--- config.mk ---
export PLATFORM = sky130hd
export DESIGN_NAME = dcsk_tx_sequencer
export DESIGN_NICKNAME = d
export VERILOG_FILES = /design/src/rtl/dcsk_pkg.sv /design/src/rtl/dcsk_slot_counter.sv /design/src/rtl/dcsk_tx_sequencer.sv
export SDC_FILE = /design/constraint.sdc
export NUM_CORES = 1
export LEC_CHECK = 0
export CORE_ASPECT_RATIO = 2
export CORE_MARGIN = 1
export CORE_UTILIZATION = 51
export DETAILED_ROUTE_END_ITERATION = 7
export GPL_TIMING_DRIVEN = 0
export PLACE_DENSITY = 0.85
export SYNTH_ARGS = -nofsm -noshare
export SYNTH_HDL_FRONTEND = slang
export SYNTH_HIERARCHICAL = 1
export SYNTH_SLANG_ARGS = --single-unit
export TNS_END_PERCENT = 100
--- constraint.sdc ---
create_clock -name Clk -period 2.5 [get_ports Clk]
set_input_delay 0.5 -clock Clk [delete_from_list [all_inputs] [get_ports Clk]]
set_output_delay 0.5 -clock Clk [all_outputs]
set_load 0.03 [all_outputs]
--- src/rtl/dcsk_pkg.sv ---
// Shared types and helpers for the DCSK transmit path.
package dcsk_pkg;

    typedef enum logic [1:0] {
        TX_IDLE,
        TX_REF,
        TX_DATA,
        TX_DONE
    } tx_state_t;

    localparam int SF_MIN = 2;
    localparam int SF_W   = 5;

    // Requested spread factors outside [SF_MIN, sf_max] saturate to the nearest legal slot length.
    function automatic logic [SF_W-1:0] sf_clamp(input logic [SF_W-1:0] sf, input int sf_max);
        int sf_i;
        sf_i = int'(sf);
        if (sf_i < SF_MIN) begin
            sf_i = SF_MIN;
        end else if (sf_i > sf_max) begin
            sf_i = sf_max;
        end
        return SF_W'(sf_i);
    endfunction

endpackage

--- src/rtl/dcsk_slot_counter.sv ---
// Chip counter for one reference or data slot; wraps to zero after the terminal chip.
module dcsk_slot_counter #(
    parameter int CNT_W = 5
) (
    input  logic             Clk,
    input  logic             Rst,
    input  logic             clear,
    input  logic             enable,
    input  logic [CNT_W-1:0] terminal,
    output logic [CNT_W-1:0] count,
    output logic             last
);

    assign last = (count == terminal);

    always_ff @(posedge Clk or posedge Rst) begin
        if (Rst) begin
            count <= '0;
        end else if (clear) begin
            count <= '0;
        end else if (enable) begin
            count <= last ? '0 : count + CNT_W'(1);
        end
    end

endmodule

--- src/rtl/dcsk_tx_sequencer.sv ---
// DCSK transmit sequencer: per data bit, one reference slot of fresh chaos chips
// followed by one data slot replaying the stored chips modulated by the bit.
module dcsk_tx_sequencer
    import dcsk_pkg::*;
#(
    parameter int WORD_W = 32,
    parameter int SF_MAX = 16,
    parameter int ADDR_W = $clog2(SF_MAX)
) (
    input  logic              Clk,
    input  logic              Rst,
    input  logic              Tx_Enable,
    input  logic              In_Valid,
    output logic              In_Ready,
    input  logic [WORD_W-1:0] In_Word,
    input  logic [4:0]        Spread_Factor,
    output logic              Chaos_Step,
    output logic [ADDR_W-1:0] Del_Reg_Addr,
    output logic              Del_Reg_Load,
    output logic              Del_Reg_Re,
    output logic              Data_Slot,
    output logic              Tx_Bit,
    output logic              Chip_Valid,
    output logic              Word_Done,
    output logic              Aborted
);

    localparam int CNT_W = ADDR_W + 1;
    localparam int BIT_W = $clog2(WORD_W);

    tx_state_t         state;
    tx_state_t         state_next;
    logic [CNT_W-1:0]  chip_cnt;
    logic [CNT_W-1:0]  sf_q;
    logic [CNT_W-1:0]  sf_term;
    logic [BIT_W-1:0]  bit_idx;
    logic [WORD_W-1:0] word_q;
    logic [SF_W-1:0]   sf_clamped;
    logic              chip_last;
    logic              bit_last;
    logic              busy;
    logic              abort;
    logic              accept;
    logic              aborted_q;

    assign busy       = (state == TX_REF) || (state == TX_DATA);
    assign abort      = busy & ~Tx_Enable;
    assign In_Ready   = ~Rst & Tx_Enable & ((state == TX_IDLE) || (state == TX_DONE));
    assign accept     = In_Valid & In_Ready;
    assign bit_last   = (bit_idx == BIT_W'(WORD_W - 1));
    assign sf_clamped = sf_clamp(Spread_Factor, SF_MAX);
    assign sf_term    = sf_q - CNT_W'(1);

    dcsk_slot_counter #(
        .CNT_W(CNT_W)
    ) u_slot_counter (
        .Clk      (Clk),
        .Rst      (Rst),
        .clear    (abort),
        .enable   (busy & Tx_Enable),
        .terminal (sf_term),
        .count    (chip_cnt),
        .last     (chip_last)
    );

    always_ff @(posedge Clk or posedge Rst) begin
        if (Rst) begin
            state <= TX_IDLE;
        end else begin
            state <= state_next;
        end
    end

    // Word and slot length are frozen at accept so mid-word input changes cannot disturb the slots.
    always_ff @(posedge Clk or posedge Rst) begin
        if (Rst) begin
            word_q <= '0;
            sf_q   <= '0;
        end else if (accept) begin
            word_q <= In_Word;
            sf_q   <= CNT_W'(sf_clamped);
        end
    end

    always_ff @(posedge Clk or posedge Rst) begin
        if (Rst) begin
            bit_idx <= '0;
        end else if (abort) begin
            bit_idx <= '0;
        end else if ((state == TX_DATA) && chip_last) begin
            bit_idx <= bit_last ? '0 : bit_idx + BIT_W'(1);
        end
    end

    always_ff @(posedge Clk or posedge Rst) begin
        if (Rst) begin
            aborted_q <= 1'b0;
        end else begin
            aborted_q <= abort;
        end
    end

    always_comb begin
        state_next = state;
        unique case (state)
            TX_IDLE: begin
                if (accept) state_next = TX_REF;
            end
            TX_REF: begin
                if (!Tx_Enable)     state_next = TX_IDLE;
                else if (chip_last) state_next = TX_DATA;
            end
            TX_DATA: begin
                if (!Tx_Enable)     state_next = TX_IDLE;
                else if (chip_last) state_next = bit_last ? TX_DONE : TX_REF;
            end
            TX_DONE: begin
                state_next = accept ? TX_REF : TX_IDLE;
            end
            default: state_next = TX_IDLE;
        endcase
    end

    always_comb begin
        Chaos_Step   = 1'b0;
        Del_Reg_Load = 1'b0;
        Del_Reg_Re   = 1'b0;
        Data_Slot    = 1'b0;
        Tx_Bit       = 1'b0;
        Chip_Valid   = 1'b0;
        Word_Done    = 1'b0;
        Del_Reg_Addr = '0;
        unique case (state)
            TX_REF: begin
                Chaos_Step   = 1'b1;
                Del_Reg_Load = 1'b1;
                Chip_Valid   = 1'b1;
                Del_Reg_Addr = ADDR_W'(chip_cnt);
            end
            TX_DATA: begin
                Del_Reg_Re   = 1'b1;
                Chip_Valid   = 1'b1;
                Data_Slot    = 1'b1;
                Tx_Bit       = word_q[bit_idx];
                Del_Reg_Addr = ADDR_W'(chip_cnt);
            end
            TX_DONE: begin
                Word_Done = 1'b1;
            end
            default: ;
        endcase
    end

    assign Aborted = aborted_q;

endmodule

# Word level (Yosys, flattened, before mapping)
# Cells that the tools add are included.
# word_totals
regBits	50
input_bits	41
output_inout_bits	13
word_cells	59
# classes
add_sub_neg	3
n_lt_le_gt_ge	3
n_eq_ne	8
muxes	24
n_bitwise	7
reduce_logical	8
# op_table
op	count
5-bit 2-to-1 mux	8
2-bit 2-to-1 mux	6
5-bit by 1-bit adder with 5-bit output, second input constant	2
2-bit case mux with 4 select lines	1
1-bit 2-to-1 mux	7
5-bit by 6-bit < comparator with 1-bit output, second input constant	1
3-bit != test, second input constant	2
1-bit bitwise AND	5
1-bit binary-select mux with 5-bit select	1
5-bit equality test	1
5-bit equality test, second input constant	1
5-bit > comparator, second input constant	1
5-bit by 2-bit < comparator with 1-bit output, second input constant	1
5-bit by 1-bit subtractor with 5-bit output, second input constant	1
2-bit equality test, second input constant	2
4-bit 2-to-1 mux	1
2-bit nonzero test	2
3-bit AND reduction	1
2-bit by 1-bit equality test with 1-bit output, second input constant	1
2-bit logical NOT	1
1-bit logical OR	2
2-bit != test, second input constant	1
1-bit inverter	2
2-bit OR reduction	1
1-bit logical AND	1

# Depth between registers and ports, before layout
# depth
ltp_word	6
ltp_mapped	11
depth_no_buf	11

# Cells and area by module
# Netlist, hierarchy kept.
# by_module_without_submodules
module	n_inst	cells_per_inst	area_per_inst_um2	seq_area_each_um2
dcsk_tx_sequencer	1	246	2306.0	1126.1
dcsk_slot_counter	1	41	390.4	125.1

# Least setup slack after synthesis
# OpenSTA, ideal clock, no wires.
# synth_timing
path_kind	reg-to-reg
start	reg state[0]
end	reg sf_q[4]
setup_time_ns	0.065
t_arrival_ns	2.392
t_required_ns	2.435
slack_ns	0.043
path_stages_with_launch	9
n_path_buf	2
synth_period_minus_slack_ns	2.457
path_cell_list	dfrtp_1 -> inv_1 -> ha_1 -> nor3b_1 -> and2_1 -> buf_2 -> buf_2 -> nand2_1 -> nand2_1
# synth_between
elab_chain_len	4
word_cells_on_any_way	5
cone_classes	eq/ne: 1; bitwise: 2; reduce/logical: 2
# synth_lines
item	line	source
start, declared	dcsk_tx_sequencer.sv:31	tx_state_t state;
start signal, assigned	dcsk_tx_sequencer.sv:70	state <= state_next;
2-bit equality test or 2-bit logical NOT (tied branches)	dcsk_tx_sequencer.sv:48	assign In_Ready = ~Rst & Tx_Enable & ((state == TX_IDLE) || (state == TX_DONE));
1-bit logical OR *	dcsk_tx_sequencer.sv:48	
1-bit bitwise AND *	dcsk_tx_sequencer.sv:48	
named net In_Ready	dcsk_tx_sequencer.sv:14	output logic In_Ready,
1-bit bitwise AND *	dcsk_tx_sequencer.sv:49	assign accept = In_Valid & In_Ready;
end signal, assigned	dcsk_tx_sequencer.sv:81	sf_q <= CNT_W'(sf_clamped);
end, declared	dcsk_tx_sequencer.sv:34	logic [CNT_W-1:0] sf_q;
# Mark *: on every way through the listed nets, which the timed path passes. The rest lies on a longest branch.
# A chain may end at the register's enable or synchronous reset.

# Final worst setup path
# layout_timing
start	reg bit_idx[0]
end	out Tx_Bit
# layout_between
elab_chain_len	3
# layout_lines
item	line	source
start, declared	dcsk_tx_sequencer.sv:36	logic [BIT_W-1:0] bit_idx;
start signal, assigned	dcsk_tx_sequencer.sv:91	bit_idx <= bit_last ? '0 : bit_idx + BIT_W'(1);
1-bit binary-select mux with 5-bit select	dcsk_tx_sequencer.sv:144	Tx_Bit = word_q[bit_idx];
1-bit 2-to-1 mux (implied by the code)	dcsk_tx_sequencer.sv:144	
1-bit 2-to-1 mux	dcsk_tx_sequencer.sv:133	unique case (state)
end, declared	dcsk_tx_sequencer.sv:22	output logic Tx_Bit,
# Every way passes these cells. The select of a mux whose other input is x is not followed.

==> flow_metrics.env <==
export IMPL_synth_nets=337
export IMPL_cp_num_buf_inv=2
export IMPL_drt_first_pass_iters=4
export IMPL_drv_slew=0
export IMPL_hold_depth=2
export IMPL_drive_above_1_share=0.108
export IMPL_syn_area_um2=2700
export IMPL_tightest_slew_ns=0.921
export IMPL_grt_usage=0.242
export IMPL_seq_area_frac_synth=0.464
export IMPL_crit_family="multiplexers"
export IMPL_insertedDiodeCount=0
export IMPL_slowest_delay_ns=0.50
export IMPL_synth_seq_cells=50
export IMPL_clk_pin_slew_worst_paths_ns=0.09
export IMPL_cp_max_fo=8
export IMPL_grt_pass1_wl_um=9960
export IMPL_max_freq_mhz=392
export IMPL_synth_cells=287
export IMPL_max_cap_violations=0
export IMPL_r2r_setup_slack_ns=0.12
export IMPL_period_needed_ns=2.55
export IMPL_drt_iter0_drc=61
export IMPL_cts_tree="yes"
export IMPL_root_buffer="clkbuf_8"
export IMPL_clk_latency_ns=0.31
export IMPL_layout_nets=402
export IMPL_area_growth_pct=28.1
export IMPL_worstPathCellList="buf_6 -> mux4_2 -> mux2i_1 -> mux2i_1 -> o211a_1 -> buf_6"
export IMPL_vias=2234
export IMPL_ir_drop_mv=0.866
export IMPL_power_density_nw_per_um2=1070
export IMPL_outcome="finished with violations"
export IMPL_dp_slack_ns=-0.179
export IMPL_die_h_um=105
export IMPL_detail_route_wl_per_cell_um=14.7
export IMPL_vias_per_cell=5.45
export IMPL_failed_checks="negative setup slack"
export IMPL_ff2ff_path_depth=10
export IMPL_die_area_um2=5600
export IMPL_fin_ws_ns=-0.0483
export IMPL_regArea_um2=1250
export IMPL_postSynthAreaPerCell_um2=9.39
export IMPL_drc_errors=0
export IMPL_post_route_period_util=1.02
export IMPL_max_slew_margin=0.385
export IMPL_numCtsBuffers=5
export IMPL_rsz0062_at_grt="yes"
export IMPL_worst_clock_skew_ns=0.0128
export IMPL_cts_htree_levels=2
export IMPL_dpl_hpwl_um=4350
export IMPL_holdWs_ns=0.475
export IMPL_clk_path_buf_depth=2
export IMPL_worst_ep_required_time_ns=2.00
export IMPL_nFillCells=425
export IMPL_wl_um=6040
export IMPL_core_region_area_um2=5090
export IMPL_antenna_found_initial=0
export IMPL_clkSinkCount=50
export IMPL_num_io_pins=54
export IMPL_initial_core_util=0.529
export IMPL_critical_path_arrival_ns=2.05
export IMPL_synth_distinct_cells=41
export IMPL_cp_slowest_cell="mux4_2"
export IMPL_final_antenna_net_count=0
export IMPL_hold_viol=0
export IMPL_gp_congestion=0.788
export IMPL_start_kind="flop"
export IMPL_setup_viol=1
export IMPL_numPortBuffers=53
export IMPL_yosysWarnings=6
export IMPL_grt_max_degree=46
export IMPL_crit_type="flop to output pin"
export IMPL_num_rows=37
export IMPL_critical_path_depth=6
export IMPL_endpoint_kind="output pin"
export IMPL_holdBufCountCts=0
export IMPL_worstHoldPathType="flop to flop"
export IMPL_multi_input_area_um2=1320
export IMPL_die_w_um=53.4
export IMPL_grt_pass1_vias=2261
export IMPL_grt_overflow=0
export IMPL_leakage_nw=1.70
## kinds of logic (layout without fill, tap and decap cells)
| family | after synthesis | in the layout | share of synthesized area |
|---|---|---|---|
| AOI/OAI and AO/OA | 29 | 29 | 0.0710 |
| xor gates and xnor gates | 8 | 8 | 0.0288 |
| adders and majority gates | 9 | 9 | 0.0418 |
| buffers and inverters | 26 | 91 | 0.0464 |
| DFF | 50 | 50 | 0.464 |
| muxes | 17 | 17 | 0.106 |
| and+or+nand+nor | 148 | 148 | 0.242 |
## worst register-to-register path: stages, from the launching register on
cell,delay (ns)
dfrtp_1,0.38
inv_1,0.12
ha_1,0.20
nand2_1,0.08
xnor2_1,0.14
xor2_1,0.18
nor3_2,0.19
and2_2,0.23
nand2_2,0.12
or4b_1,0.50
a21oi_1,0.16
## cells in the final DEF (no fill, tap or decap), drive strengths merged, types with 8 or more instances in the layout
cell / count
ha: 9
mux2i: 9
dfrtp: 50
nand2: 110
inv: 11
mux4: 8
clkdlybuf4s50: 45
buf: 17
clkbuf: 10
## cell type report
cell class	instances	share of cell area
Sequential cell	50	0.362
Multi-Input combinational cell	211	0.382
Buffer	15	0.0254
Inverter	11	0.0120
Timing Repair Buffer	58	0.164
Clock buffer	6	0.0239
Tap cell	58	0.0210
Clock inverter	1	0.00870
## registers in the layout (all words and copies together), names as in the netlist
| register | count |
|---|---|
| u_slot_counter/count | 5 |
| Aborted | 1 |
| state | 2 |
| word_q | 32 |
| bit_idx | 5 |
| sf_q | 5 |
## metal layers
layer | routed length [um] | global-route usage | vias up
li1 | - | - | 1083
met1 | 2240 | 0.265 | 1057
met2 | 3380 | 0.424 | 74
met3 | 229 | 0.0393 | 20
met4 | 196 | 0.117 | 0
met5 | 0 | 0 | -
## cells in the mapped netlist
cell,count,area (um^2)
o211a_1,1,10.0
xor2_1,6,52.6
a311oi_1,2,17.5
inv_1,11,41.3
ha_1,9,113
buf_6,1,11.3
o21bai_1,2,15.0
nand3_1,4,20.0
o311ai_0,2,17.5
mux4_1,4,105
a31oi_1,3,18.8
mux2i_1,9,90.1
buf_4,3,22.5
and2_2,1,7.51
xnor2_1,1,8.76
nor3_1,4,20.0
a31o_1,1,8.76
nand4_1,1,6.26
o31ai_1,3,22.5
nor2b_1,1,6.26
xor2_2,1,16.3
mux4_2,4,90.1
dfrtp_1,50,1250
a221oi_1,1,8.76
o211ai_1,1,7.51
buf_2,7,35.0
nand4bb_1,1,11.3
nor3_2,1,10.0
nand2b_1,4,25.0
or3b_2,1,8.76
or4b_1,2,20.0
nand2_1,110,413
nand3b_1,2,15.0
and3_1,1,6.26
a21oi_1,6,30.0
and2_1,6,37.5
nor3b_1,2,15.0
and3b_1,1,8.76
o21ai_0,7,35.0
nor2_1,6,22.5
clkbuf_1,4,15.0
## worst paths after layout
| path | startpoint | to |
|---|---|---|
| hold reg to reg | word_q[24]$_DFFE_PP0P_ | word_q[24]$_DFFE_PP0P_ |
| max in group asynchronous | Rst | bit_idx[2]$_DFFE_PP0P_ |
| hold / removal | word_q[24]$_DFFE_PP0P_ | word_q[24]$_DFFE_PP0P_ |
| setup reg to reg | sf_q[0]$_DFFE_PP0P_ | bit_idx[2]$_DFFE_PP0P_ |
| min in group asynchronous | Rst | u_slot_counter/count[2]$_DFFE_PP0P_ |
| setup / recovery | bit_idx[0]$_DFFE_PP0P_ | Tx_Bit |
## what timing repair did
action / 4_1_cts / 5_1_grt
endpoints found under the setup margin: 8 / 4
resized for setup: 15 / 5
pin swaps: 1 / 0
hold endpoints to repair: 0 / 0
setup buffers: 1 / 4
## power by group
group,switching (W),total [W],internal (W)
sequential,0.000219,0.00136,0.00114
clock,0.000257,0.000578,0.000320
combinational,0.00101,0.00177,0.000766
## stage by stage
| stage | total power [W] | std cells | util | cell area, um^2 | setup TNS [ns] |
|---|---|---|---|---|---|
| floorplan | 0.00255 | 287 | - | 2700 | 0 |
| global placement | 0.00302 | 398 | 0.648 | 3300 | -0.250 |
| detailed placement | 0.00310 | 398 | 0.648 | 3300 | -0.297 |
| CTS | 0.00369 | 406 | 0.670 | 3410 | -0.0434 |
| global route | 0.00397 | 410 | 0.678 | 3450 | -0.137 |
| finish | 0.00371 | 410 | 0.678 | 3450 | -0.0483 |
Note: power is estimated with default switching activity, not from simulation.
